<file path="src/rtl/hba_arbiter.sv">
// Round-robin arbiter for the shared HBA slave bus, with a per-transfer watchdog
// that injects a synthetic acknowledge when no slave answers in time.
module hba_arbiter #(
  parameter int NUM_MASTERS    = 4,
  parameter int TIMEOUT_CYCLES = 16,
  parameter int MAX_BURST      = 4
) (
  input  logic                   hba_clk,
  input  logic                   hba_reset_n,
  input  logic [NUM_MASTERS-1:0] hba_mreq,
  input  logic                   hba_select,
  input  logic                   hba_xferack,
  output logic [NUM_MASTERS-1:0] hba_mgrant,
  output logic                   hba_xferack_out,
  output logic                   hba_timeout,
  output logic [7:0]             hba_timeout_cnt,
  output logic                   hba_busy
);

  typedef enum logic [2:0] {
    S_IDLE    = 3'd0,
    S_GRANT   = 3'd1,
    S_XFER    = 3'd2,
    S_TOUT    = 3'd3,
    S_RELEASE = 3'd4
  } state_t;

  state_t                 r_state;
  state_t                 w_next_state;
  logic [2:0]             r_last_grant;
  logic [3:0]             r_burst_cnt;
  logic [7:0]             r_xfer_cnt;
  logic [7:0]             r_timeout_cnt;
  logic [NUM_MASTERS-1:0] r_mgrant;
  logic                   r_timeout;
  logic                   r_busy;

  logic [7:0]             w_mreq8;
  logic [3:0]             w_pick;
  logic                   w_req_held;
  logic [3:0]             w_burst_inc;
  logic                   w_done_release;
  logic                   w_complete;
  logic                   w_wd_expired;
  logic [2:0]             w_last_grant_d;
  logic [NUM_MASTERS-1:0] w_mgrant_d;
  logic                   w_timeout_d;
  logic                   w_busy_d;

  // Returns {valid, index} of the first requester scanning upward from last+1.
  // Iterating downward lets the nearest candidate overwrite the farther ones.
  function automatic logic [3:0] rr_pick(input logic [2:0] last, input logic [7:0] req);
    logic [3:0] sum;
    logic [3:0] res;
    res = {1'b0, last};
    for (int i = NUM_MASTERS; i >= 1; i--) begin
      sum = {1'b0, last} + 4'(i);
      if (sum >= 4'(NUM_MASTERS)) begin
        sum = sum - 4'(NUM_MASTERS);
      end else begin
        sum = sum;
      end
      if (req[sum[2:0]]) begin
        res = {1'b1, sum[2:0]};
      end else begin
        res = res;
      end
    end
    return res;
  endfunction

  assign w_mreq8        = 8'(hba_mreq);
  assign w_pick         = rr_pick(r_last_grant, w_mreq8);
  assign w_req_held     = w_mreq8[r_last_grant];
  assign w_burst_inc    = r_burst_cnt + 4'd1;
  assign w_done_release = !w_req_held || (w_burst_inc == 4'(MAX_BURST));
  assign w_wd_expired   = (r_xfer_cnt == 8'(TIMEOUT_CYCLES - 1));
  assign w_complete     = ((r_state == S_XFER) && hba_xferack) || (r_state == S_TOUT);

  // State register.
  always_ff @(posedge hba_clk or negedge hba_reset_n) begin
    if (!hba_reset_n) begin
      r_state <= S_IDLE;
    end else begin
      r_state <= w_next_state;
    end
  end

  // Next-state logic; a slave ack takes priority over watchdog expiry.
  always_comb begin
    w_next_state = r_state;
    case (r_state)
      S_IDLE: begin
        if (w_pick[3]) w_next_state = S_GRANT;
        else           w_next_state = S_IDLE;
      end
      S_GRANT: begin
        if (hba_select)       w_next_state = S_XFER;
        else if (!w_req_held) w_next_state = S_RELEASE;
        else                  w_next_state = S_GRANT;
      end
      S_XFER: begin
        if (hba_xferack)       w_next_state = w_done_release ? S_RELEASE : S_GRANT;
        else if (w_wd_expired) w_next_state = S_TOUT;
        else                   w_next_state = S_XFER;
      end
      S_TOUT:    w_next_state = w_done_release ? S_RELEASE : S_GRANT;
      S_RELEASE: w_next_state = S_IDLE;
      default:   w_next_state = S_IDLE;
    endcase
  end

  // Output decode of the upcoming state so every output leaves a flop.
  always_comb begin
    w_last_grant_d = r_last_grant;
    if ((r_state == S_IDLE) && w_pick[3]) begin
      w_last_grant_d = w_pick[2:0];
    end else begin
      w_last_grant_d = r_last_grant;
    end
    w_mgrant_d = '0;
    case (w_next_state)
      S_GRANT, S_XFER, S_TOUT: w_mgrant_d = NUM_MASTERS'(1) << w_last_grant_d;
      default:                 w_mgrant_d = '0;
    endcase
    w_timeout_d = (w_next_state == S_TOUT);
    w_busy_d    = (w_next_state != S_IDLE);
  end

  // Counters and registered outputs.
  always_ff @(posedge hba_clk or negedge hba_reset_n) begin
    if (!hba_reset_n) begin
      r_last_grant  <= 3'(NUM_MASTERS - 1);
      r_burst_cnt   <= 4'd0;
      r_xfer_cnt    <= 8'd0;
      r_timeout_cnt <= 8'd0;
      r_mgrant      <= '0;
      r_timeout     <= 1'b0;
      r_busy        <= 1'b0;
    end else begin
      r_last_grant <= w_last_grant_d;
      if ((r_state == S_IDLE) && w_pick[3]) begin
        r_burst_cnt <= 4'd0;
      end else if (w_complete) begin
        r_burst_cnt <= w_burst_inc;
      end
      if ((r_state == S_GRANT) && hba_select) begin
        r_xfer_cnt <= 8'd0;
      end else if ((r_state == S_XFER) && !hba_xferack && !w_wd_expired) begin
        r_xfer_cnt <= r_xfer_cnt + 8'd1;
      end
      if (w_timeout_d && (r_timeout_cnt != 8'hFF)) begin
        r_timeout_cnt <= r_timeout_cnt + 8'd1;
      end
      r_mgrant  <= w_mgrant_d;
      r_timeout <= w_timeout_d;
      r_busy    <= w_busy_d;
    end
  end

  assign hba_mgrant      = r_mgrant;
  assign hba_timeout     = r_timeout;
  assign hba_timeout_cnt = r_timeout_cnt;
  assign hba_busy        = r_busy;
  assign hba_xferack_out = hba_xferack | r_timeout;

endmodule

</file>
<file path="config.mk">
export PLATFORM = sky130hd
export DESIGN_NAME = hba_arbiter
export DESIGN_NICKNAME = d
export VERILOG_FILES = /design/src/rtl/hba_arbiter.sv
export SDC_FILE = /design/constraint.sdc
export NUM_CORES = 1
export LEC_CHECK = 0
export CAP_MARGIN = 40
export CELL_PAD_IN_SITES_DETAIL_PLACEMENT = 0
export CELL_PAD_IN_SITES_GLOBAL_PLACEMENT = 1
export CORE_AREA = 2 2 67 69
export CTS_CLUSTER_SIZE = 14
export DETAILED_ROUTE_END_ITERATION = 16
export DIE_AREA = 0 0 69 71
export DONT_BUFFER_PORTS = 1
export GPL_ROUTABILITY_DRIVEN = 0
export PLACE_DENSITY = 0.76
export SLEW_MARGIN = 20
export SYNTH_ARGS = -nofsm -noshare
export SYNTH_HDL_FRONTEND = slang
export SYNTH_SLANG_ARGS = --single-unit
export TNS_END_PERCENT = 30
</file>
<file path="constraint.sdc">
create_clock -name hba_clk -period 3.06 [get_ports hba_clk]
set_input_delay 0.153 -clock hba_clk [delete_from_list [all_inputs] [get_ports hba_clk]]
set_output_delay 0.153 -clock hba_clk [all_outputs]
set_load 0.005 [all_outputs]
</file>
==> flow_metrics.tcl, run 1 <==
set metrics [dict create \
    outcome "completed" \
    postCtsHoldBufs 2 \
    use_met1_pct 17.7 \
    crit_chain "inv_1 -> ha_1 -> mux4_2 -> o21a_1 -> nor3_1 -> a21boi_0 -> a211o_1" \
    root_buffer "clkbuf_8" \
    power.total_mw 1.67 \
    drive_gt1_share_pct 14.9 \
    start_kind "register" \
    drt_iter0_drc 77 \
    final_cells 227 \
    area_growth_pct 9.75 \
    hold_path.startpoint "hba_select" \
    r2r-end "r_state[0]" \
    rsz0062_at_grt "no" \
    maxCapViolations 0 \
    finClkSkew_ns 0.00616 \
    yosys-top-cells-area "dfrtp_1 42%, mux2i_1 4.5%, xor2_1 4.0%" \
    hold_violations 0 \
    dr.pass1.iters 4 \
    whs_path_depth 2 \
    synth_edf_count 0 \
    dieArea_um2 4900 \
    power_leakage_nw 0.875 \
    placement.io_buffers 0 \
    period_needed_ns 2.54 \
    h-tree-depth 2 \
    crit_path_end_kind "register" \
    cp_max_fo 14 \
    fin_nets 187 \
    final_util_pct 46.2 \
    fp.dieW_um 69 \
    ys_seq_area_share_pct 45.4 \
    cp_data_arrival_time_ns 2.71 \
    peakVddDrop_uv 346 \
    overflow 0 \
    synth_flop_cell "dfrtp_1" \
    grt_use_met2_pct 23.7 \
    critPathBufInv 1 \
    netlist.area_leader.share_pct 42.4 \
    reg2reg_from "r_last_grant[0]" \
    seq_area_um2 803 \
    fin_crit_sh_pct 82.9 \
    synth_commonest_cells "30 x dfrtp_1, 17 x nor2_1, 12 x nand2_1, 8 x mux2i_1, 8 x xor2_1" \
    synth-compound-area-share_pct 12.7 \
    synth_cell_types 51 \
    relSlewSlack_pct 61.5 \
    finalMaxSlewViolations 0 \
    core_area_um2 4200 \
    cp.required_ns 3.23 \
    yosys.area_share.simple_pct 21.4 \
    synth_mux_area_share_pct 7.07 \
    syn_area_um2 1770 \
    synthArstFlopShare_pct 100 \
    timing.fmax_ghz 0.394 \
    crit_type "register to register" \
    n_antenna_cell 0 \
    yosysTopAreaCell "dfrtp_1" \
    cts_tree "done" \
    placed_cells 217 \
    clk_pin_slew_ns 0.07 \
    power_density_nw_per_um2 858 \
    clk_latency_ns 0.28 \
    crit_start "r_last_grant[0]" \
    r2r_slack_ns 0.52 \
    cp_top_family "flip-flops" \
    cts_buffer_depth 2 \
    drc 0 \
    final-setup-viol-count 0 \
    synthMostInstantiatedCell "dfrtp_1" \
    multiInputGateArea_um2 923 \
    grt_pass1_vias 1291 \
    syn_nets 179 \
    clock_sinks 32 \
    min_to "r_state[1]" \
    start_util_pct 42.1 \
    cpMaxStageDelayCell "dfstp_2" \
    synthCells 166 \
    yosys_register_bits 32 \
    setup_tns_ns 0 \
    post-cts-setup-buffer-count 0 \
    cts_buffers 5 \
    worstHoldPathType "primary input to register" \
    rows 24 \
    fillers 391 \
    grt.total_usage_pct 14.9 \
    grt_max_degree 33 \
    yosys_warnings 0 \
    cts_resized 0 \
    worst_slew_pin_slew_ns 0.573 \
    synthAdderAreaFrac_pct 3.53 \
    use_met3_pct 5.70 \
    ios 23 \
    antenna_found_initial 0 \
    viasPerCell 5.44 \
    die_h_um 71 \
    reg2regPathDepth 7 \
    grt_pass1_wl_um 5820 \
    dp_hpwl_um 2430 \
    avgSynthCellArea_um2 10.7 \
    routed_wl_um 3290 \
    synth_top_family_by_area "simple AND/OR/NAND/NOR gates" \
    max_stage_delay_ns 0.70 \
    ant_nets 0 \
    route.vias.total 1234 \
    routedWlPerCell_um 14.5 \
    synth-xor-area-share_pct 7.42 \
    busiest_layer "met2" \
]
==> worst register-to-register path: cells and delay by family, from the launching register on <==
| kind | cells | cell delay, ns |
|---|---|---|
| simple gates | 1 | 0.23 |
| compound gates | 3 | 0.66 |
| flops | 1 | 0.70 |
| buf+inv | 1 | 0.11 |
| fa+ha+maj | 1 | 0.38 |
| mux | 1 | 0.34 |
==> layer usage <==
| metal | wire, um | vias up |
|---|---|---|
| met1 | 1470 | 583 |
| met4 | 73 | 0 |
| met5 | 0 | - |
| met2 | 1570 | 33 |
| li1 | - | 612 |
| met3 | 178 | 6 |
==> sequential cells by signal, summed over array words and instances, names as in the netlist <==
name and flops:
hba_busy 1, r_state 3, hba_mgrant 4, hba_timeout 1, r_burst_cnt 4, r_last_grant 3, hba_timeout_cnt 8, r_xfer_cnt 8
==> layout by cell type (no fill, tap or decap), drive strengths merged, types with 2 or more instances in the layout <==
cell type / n
xnor2: 7
mux2: 2
nand2: 12
inv: 5
buf: 2
o22ai: 4
o21ai: 6
mux2i: 8
nor3: 4
ha: 5
nor2b: 2
clkinvlp: 2
xor2: 8
o21a: 2
a31oi: 2
dfstp: 2
and3: 4
or3: 2
clkbuf: 6
nand2b: 4
nor2: 18
o211ai: 2
nor3b: 2
nand3: 4
nand4: 4
dfrtp: 30
a21oi: 5
or2: 3
==> cell type report <==
class                      count  area share [%]
clock buffer                   6            4.25
clock inverter                 2           0.773
inverter                       5           0.966
multi-input combinational    127            47.5
sequential                    32            41.3
tap                           52            3.35
timing repair buffer           3            1.80
==> through the flow <==
step | worst slack (ns) | hold WS, ns | area (um^2)
floorplan | 0.684 | -0.143 | 1770
global placement | 0.626 | -0.142 | 1810
detailed placement | 0.525 | -0.141 | 1820
CTS | 0.521 | 0.0741 | 1940
global route | 0.356 | 0.0933 | 1940
finish | 0.523 | 0.0912 | 1940
==> power breakdown <==
part | leakage, nW | internal (mW) | switching, mW
clock network | 0.0434 | 0.182 | 0.160
registers | 0.428 | 0.515 | 0.104
logic | 0.403 | 0.330 | 0.376
total | 0.875 | 1.03 | 0.640
==> how the worst max path moves through the flow <==
stage | depth (start not counted) | end | slack (ns)
CTS | 7 | hba_mgrant[1] | 0.52
global placement | 7 | hba_mgrant[1] | 0.63
floorplan | 8 | hba_mgrant[1] | 0.68
finish | 7 | r_state[0] | 0.52
detailed placement | 7 | hba_mgrant[1] | 0.53
global route | 7 | r_state[0] | 0.36
==> cell families (layout without fill, tap and decap cells) <==
kind of cell / after synthesis / count (layout)
buf+inv: 7 / 16
fa+ha+maj: 5 / 5
xor+xnor: 15 / 15
flops: 32 / 32
mux: 11 / 11
compound gates: 30 / 30
simple gates: 66 / 66
No activity file was read; power rests on OpenSTA's default activity.
==> inputs of run 2 (changes only) <==
--- a/config.mk
+++ b/config.mk
@@ -14,7 +14,7 @@
 export DIE_AREA = 0 0 69 71
 export DONT_BUFFER_PORTS = 1
 export GPL_ROUTABILITY_DRIVEN = 0
-export PLACE_DENSITY = 0.76
+export PLACE_DENSITY = 0.79
 export SLEW_MARGIN = 20
 export SYNTH_ARGS = -nofsm -noshare
 export SYNTH_HDL_FRONTEND = slang
==> constraint.sdc (replaced) <==
create_clock -name hba_clk -period 2.1 [get_ports hba_clk]
set_input_delay 0.105 -clock hba_clk [delete_from_list [all_inputs] [get_ports hba_clk]]
set_output_delay 0.105 -clock hba_clk [all_outputs]
set_load 0.005 [all_outputs]
==> flow_metrics.tcl, run 2 (synthesized netlist as in run 1, its figures left out) <==
set metrics [dict create \
    final-setup-viol-count 3 \
    cp_max_fo 5 \
    timing.fmax_ghz 0.462 \
    routed_wl_um 3500 \
    outcome "complete, but fails checks" \
    grt_pass1_wl_um 6170 \
    preCtsSetupSlack_ns -0.0678 \
    crit_type "register to register" \
    fin_crit_sh_pct 103 \
    rows 24 \
    route.vias.total 1286 \
    start_kind "register" \
    power_leakage_nw 0.949 \
    cp.required_ns 2.30 \
    worstHoldPathType "primary input to register" \
    power_density_nw_per_um2 1330 \
    fp.dieW_um 69 \
    worst_slack_ns -0.0630 \
    overflow 0 \
    cts_tree "done" \
    fillers 396 \
    grt.total_usage_pct 15.5 \
    grt_pass1_vias 1366 \
    drive_gt1_share_pct 25.1 \
    area_growth_pct 18.1 \
    h-tree-depth 2 \
    max_stage_delay_ns 0.59 \
    routedWlPerCell_um 14.6 \
    n_antenna_cell 0 \
    grt_max_degree 33 \
    start_util_pct 42.1 \
    period_needed_ns 2.16 \
    fin_nets 199 \
    crit_chain "inv_4 -> ha_4 -> mux2i_2 -> o22ai_2 -> o31a_1 -> o21a_4 -> nor3b_2" \
    maxCapViolations 0 \
    drt_iter0_drc 37 \
    placement.io_buffers 0 \
    finClkSkew_ns 0.0112 \
    crit_path_end_kind "register" \
    cp_data_arrival_time_ns 2.36 \
    clock_sinks 32 \
    dr.pass1.iters 4 \
    antenna_found_initial 0 \
    viasPerCell 5.38 \
    rsz0062_at_grt "yes" \
    violations "negative setup slack" \
    dp_hpwl_um 2530 \
    cts_buffers 5 \
    finalMaxSlewViolations 0 \
    final_cell_mix "30 x dfrtp_1, 17 x nor2_1, 13 x buf_4" \
    worst_slew_pin_slew_ns 0.398 \
    hold_violations 0 \
    drc 0 \
    relSlewSlack_pct 73.4 \
    cts_buffer_depth 2 \
    ant_nets 0 \
    peakVddDrop_uv 575 \
    power.total_mw 2.78 \
    core_area_um2 4200 \
    dieArea_um2 4900 \
    ios 23 \
    cpMaxStageDelayCell "dfstp_2" \
    die_h_um 71 \
    clk_latency_ns 0.28 \
    clk_pin_slew_ns 0.07 \
    layout_commonest_cell "dfrtp_1" \
    hold_ws_ns 0.0321 \
    root_buffer "clkbuf_8" \
]
==> run 2: cell count changes in the layout (fill, tap and decap cells not counted), sizes merged <==
cell      change
clkinvlp      -2
clkbuf        +2
buf          +12
==> run 2: stage by stage <==
step | util, % | instances | instance area, um^2 | setup TNS [ns]
2_1_floorplan | - | 166 | 1790 | -0.242
3_3_place_gp | 45.6 | 227 | 1920 | -0.0117
3_5_place_dp | 45.6 | 227 | 1920 | -0.197
4_1_cts | 49.3 | 239 | 2070 | -0.129
5_1_grt | 49.7 | 239 | 2090 | -0.807
6_report | 49.7 | 239 | 2090 | -0.157
==> run 2: what timing repair did <==
action	CTS	global route
hold endpoints to repair	32	0
buffers inserted	2	0
cloned	0	0
hold buffers	2	0
resized for setup	3	4
setup endpoints to repair	5	7
==> run 2: final cells by class <==
| type | instances | area [um^2] | share of cell area [%] |
|---|---|---|---|
| multi-input combinational | 127 | 973 | 46.6 |
| clock buffer | 8 | 100 | 4.79 |
| sequential | 32 | 803 | 38.4 |
| inverter | 5 | 21.3 | 1.02 |
| tap | 52 | 65.1 | 3.11 |
| timing repair buffer | 15 | 128 | 6.10 |
==> run 2: power breakdown <==
part | switching, mW | internal (mW) | leakage, nW
combinational | 0.707 | 0.709 | 0.470
clock | 0.219 | 0.299 | 0.0515
sequential | 0.101 | 0.748 | 0.428
total | 1.03 | 1.76 | 0.949
==> run 2: per-layer routing <==
layer  vias up  track usage (%)  wire length, um
met3         5             4.99              147
met1       626             17.8             1530
li1        633                -                -
met5         -                0                0
met2        22             26.9             1780
met4         0             6.10               48
==> run 2: worst paths after layout <==
kind / end / depth (start not counted) / startpoint / slack, ns
setup reg to reg: hba_mgrant[1] / 7 / r_last_grant[0] / -0.06
setup / recovery: hba_mgrant[1] / 7 / r_last_grant[0] / -0.06
min in group asynchronous: r_state[1] / 2 / hba_reset_n / 0.26
hold reg to reg: hba_timeout_cnt[5] / 1 / hba_timeout_cnt[5] / 0.53
hold / removal: r_state[1] / 2 / hba_select / 0.03
max in group asynchronous: r_last_grant[1] / 2 / hba_reset_n / 1.59
==> run 2: critical path, delay by kind of cell, from the launching register on <==
kind                       cells  cell delay (ns)
DFF                            1             0.59
AOI/OAI and AO/OA              3             0.75
buffers and inverters          1             0.05
muxes                          1             0.25
adders and majority gates      1             0.29
and+or+nand+nor                1             0.16
==> inputs of run 3 (changes only) <==
--- a/config.mk
+++ b/config.mk
@@ -14,6 +14,7 @@
 export DIE_AREA = 0 0 69 71
 export DONT_BUFFER_PORTS = 1
 export GPL_ROUTABILITY_DRIVEN = 0
+export GPL_TIMING_DRIVEN = 0
 export PLACE_DENSITY = 0.79
 export SLEW_MARGIN = 20
 export SYNTH_ARGS = -nofsm -noshare
==> flow_metrics.tcl, run 3 (synthesized netlist as in run 1, its figures left out) <==
set metrics [dict create \
    outcome "complete, but fails checks" \
    violations "negative setup slack" \
    fin_nets 193 \
    final-setup-viol-count 6 \
    max_stage_delay_ns 0.55 \
    r2r-end "hba_mgrant[1]" \
    power.total_mw 2.70 \
    cp_max_fo 4 \
    layout_commonest_cell "dfrtp_1" \
    final_area_um2 2050 \
    h-tree-depth 2 \
    rows 24 \
    dpl-instance-area_um2 1860 \
    fp.dieW_um 69 \
    cp_top_family "compound AO/OA/AOI/OAI gates" \
    grt_pass1_vias 1362 \
    cp_data_arrival_time_ns 2.45 \
    dp_hpwl_um 2600 \
    routed_wl_um 3490 \
    hold_ws_ns 0.0379 \
    core_area_um2 4200 \
    start_kind "register" \
    overflow 0 \
    route.vias.total 1312 \
    crit_path_end_kind "register" \
    die_h_um 71 \
    root_buffer "clkbuf_8" \
    critPathBufInv 2 \
    grt_max_degree 33 \
    period_needed_ns 2.25 \
    peakVddDrop_uv 517 \
    routedWlPerCell_um 15.0 \
    drc 0 \
    power_leakage_nw 0.921 \
    maxCapViolations 0 \
    cp.required_ns 2.30 \
    fillers 384 \
    final_cells 233 \
    clk_latency_ns 0.28 \
    final_cell_mix "30 x dfrtp_1, 17 x nor2_1, 12 x nand2_1" \
    grt_pass1_wl_um 5880 \
    area_growth_pct 16.0 \
    rsz0062_at_grt "yes" \
    drive_gt1_share_pct 21.5 \
    hold_path.startpoint "hba_select" \
    crit_chain "clkbuf_16 -> inv_6 -> ha_4 -> mux4_2 -> o21a_1 -> o31a_1 -> o21a_4 -> nor3b_2" \
    setup_tns_ns -0.737 \
    clock_sinks 32 \
    cts_tree "done" \
    clk_pin_slew_ns 0.07 \
    cts_buffer_depth 2 \
    ios 23 \
    grt.total_usage_pct 15.0 \
    drt_iter0_drc 57 \
    ant_nets 0 \
    worst_slew_pin_slew_ns 0.480 \
    fin_crit_sh_pct 107 \
    reg2reg_from "r_last_grant[0]" \
    cts_buffers 5 \
    cpMaxStageDelayCell "dfstp_2" \
    r2r_slack_ns -0.15 \
    hold_violations 0 \
    placed_cells 219 \
    dieArea_um2 4900 \
    reg2regPathDepth 8 \
    crit_type "register to register" \
    finClkSkew_ns 0.00590 \
    viasPerCell 5.63 \
    worstHoldPathType "primary input to register" \
    timing.fmax_ghz 0.443 \
    worst_slack_ns -0.155 \
    power_density_nw_per_um2 1310 \
    relSlewSlack_pct 67.8 \
    dr.pass1.iters 4 \
    antenna_found_initial 0 \
    start_util_pct 42.1 \
    whs_path_depth 2 \
    min_to "r_state[1]" \
    n_antenna_cell 0 \
    finalMaxSlewViolations 0 \
    placement.io_buffers 0 \
]
-- run 3: cell count changes in the layout (fill, tap and decap cells not counted), sizes merged --
cell	previous run	this run
buf	14	7
clkbuf	8	9
-- run 3: per-layer routing --
metal | vias to the layer above | GRT usage, % | share of wire (%)
li1 | 623 | - | -
met4 | 0 | 6.32 | 1.6
met3 | 5 | 5.13 | 4.6
met1 | 661 | 15.5 | 41
met2 | 23 | 27.7 | 52
met5 | - | 0 | 0
-- run 3: per-stage QoR --
stage | worst slack [ns] | util [%]
after floorplan | -0.0889 | -
after global routing | -0.252 | 48.9
after detailed placement | -0.281 | 44.3
after global placement | -0.230 | 44.2
after CTS | -0.162 | 48.6
final | -0.155 | 48.9
-- run 3: cell type report --
type / instances / area [um^2] / area share (%)
Buffer: 2 / 36.3 / 1.77
Timing Repair Buffer: 7 / 65.1 / 3.17
Clock buffer: 8 / 90.1 / 4.38
Tap cell: 52 / 65.1 / 3.17
Sequential cell: 32 / 803 / 39.1
Multi-Input combinational cell: 127 / 971 / 47.3
Inverter: 5 / 23.8 / 1.16
-- run 3: repair_timing --
action | in CTS | in global routing
cloned | 0 | 0
gates resized for setup | 5 | 4
hold buffers | 2 | 0
pin swaps | 3 | 1
hold endpoints to repair | 32 | 0
endpoints found under the setup margin | 8 | 11
buffers inserted | 4 | 0
-- run 3: report_power, final --
part,switching (mW),internal [mW],leakage (nW)
clock network,0.213,0.267,0.0455
logic,0.707,0.673,0.447
registers,0.0907,0.748,0.428
total,1.01,1.69,0.921
-- run 3: worst max-delay path by stage --
stage                          startpoint  slack [ns]       endpoint  depth (start not counted)
after detailed placement  r_last_grant[0]       -0.28  hba_mgrant[1]                          9
after CTS                 r_last_grant[0]       -0.16  hba_mgrant[1]                          8
after global placement    r_last_grant[0]       -0.23  hba_mgrant[1]                          9
final                     r_last_grant[0]       -0.15  hba_mgrant[1]                          8
after floorplan           r_last_grant[0]       -0.09  hba_mgrant[1]                          8
after global routing      r_last_grant[0]       -0.25  hba_mgrant[0]                          8
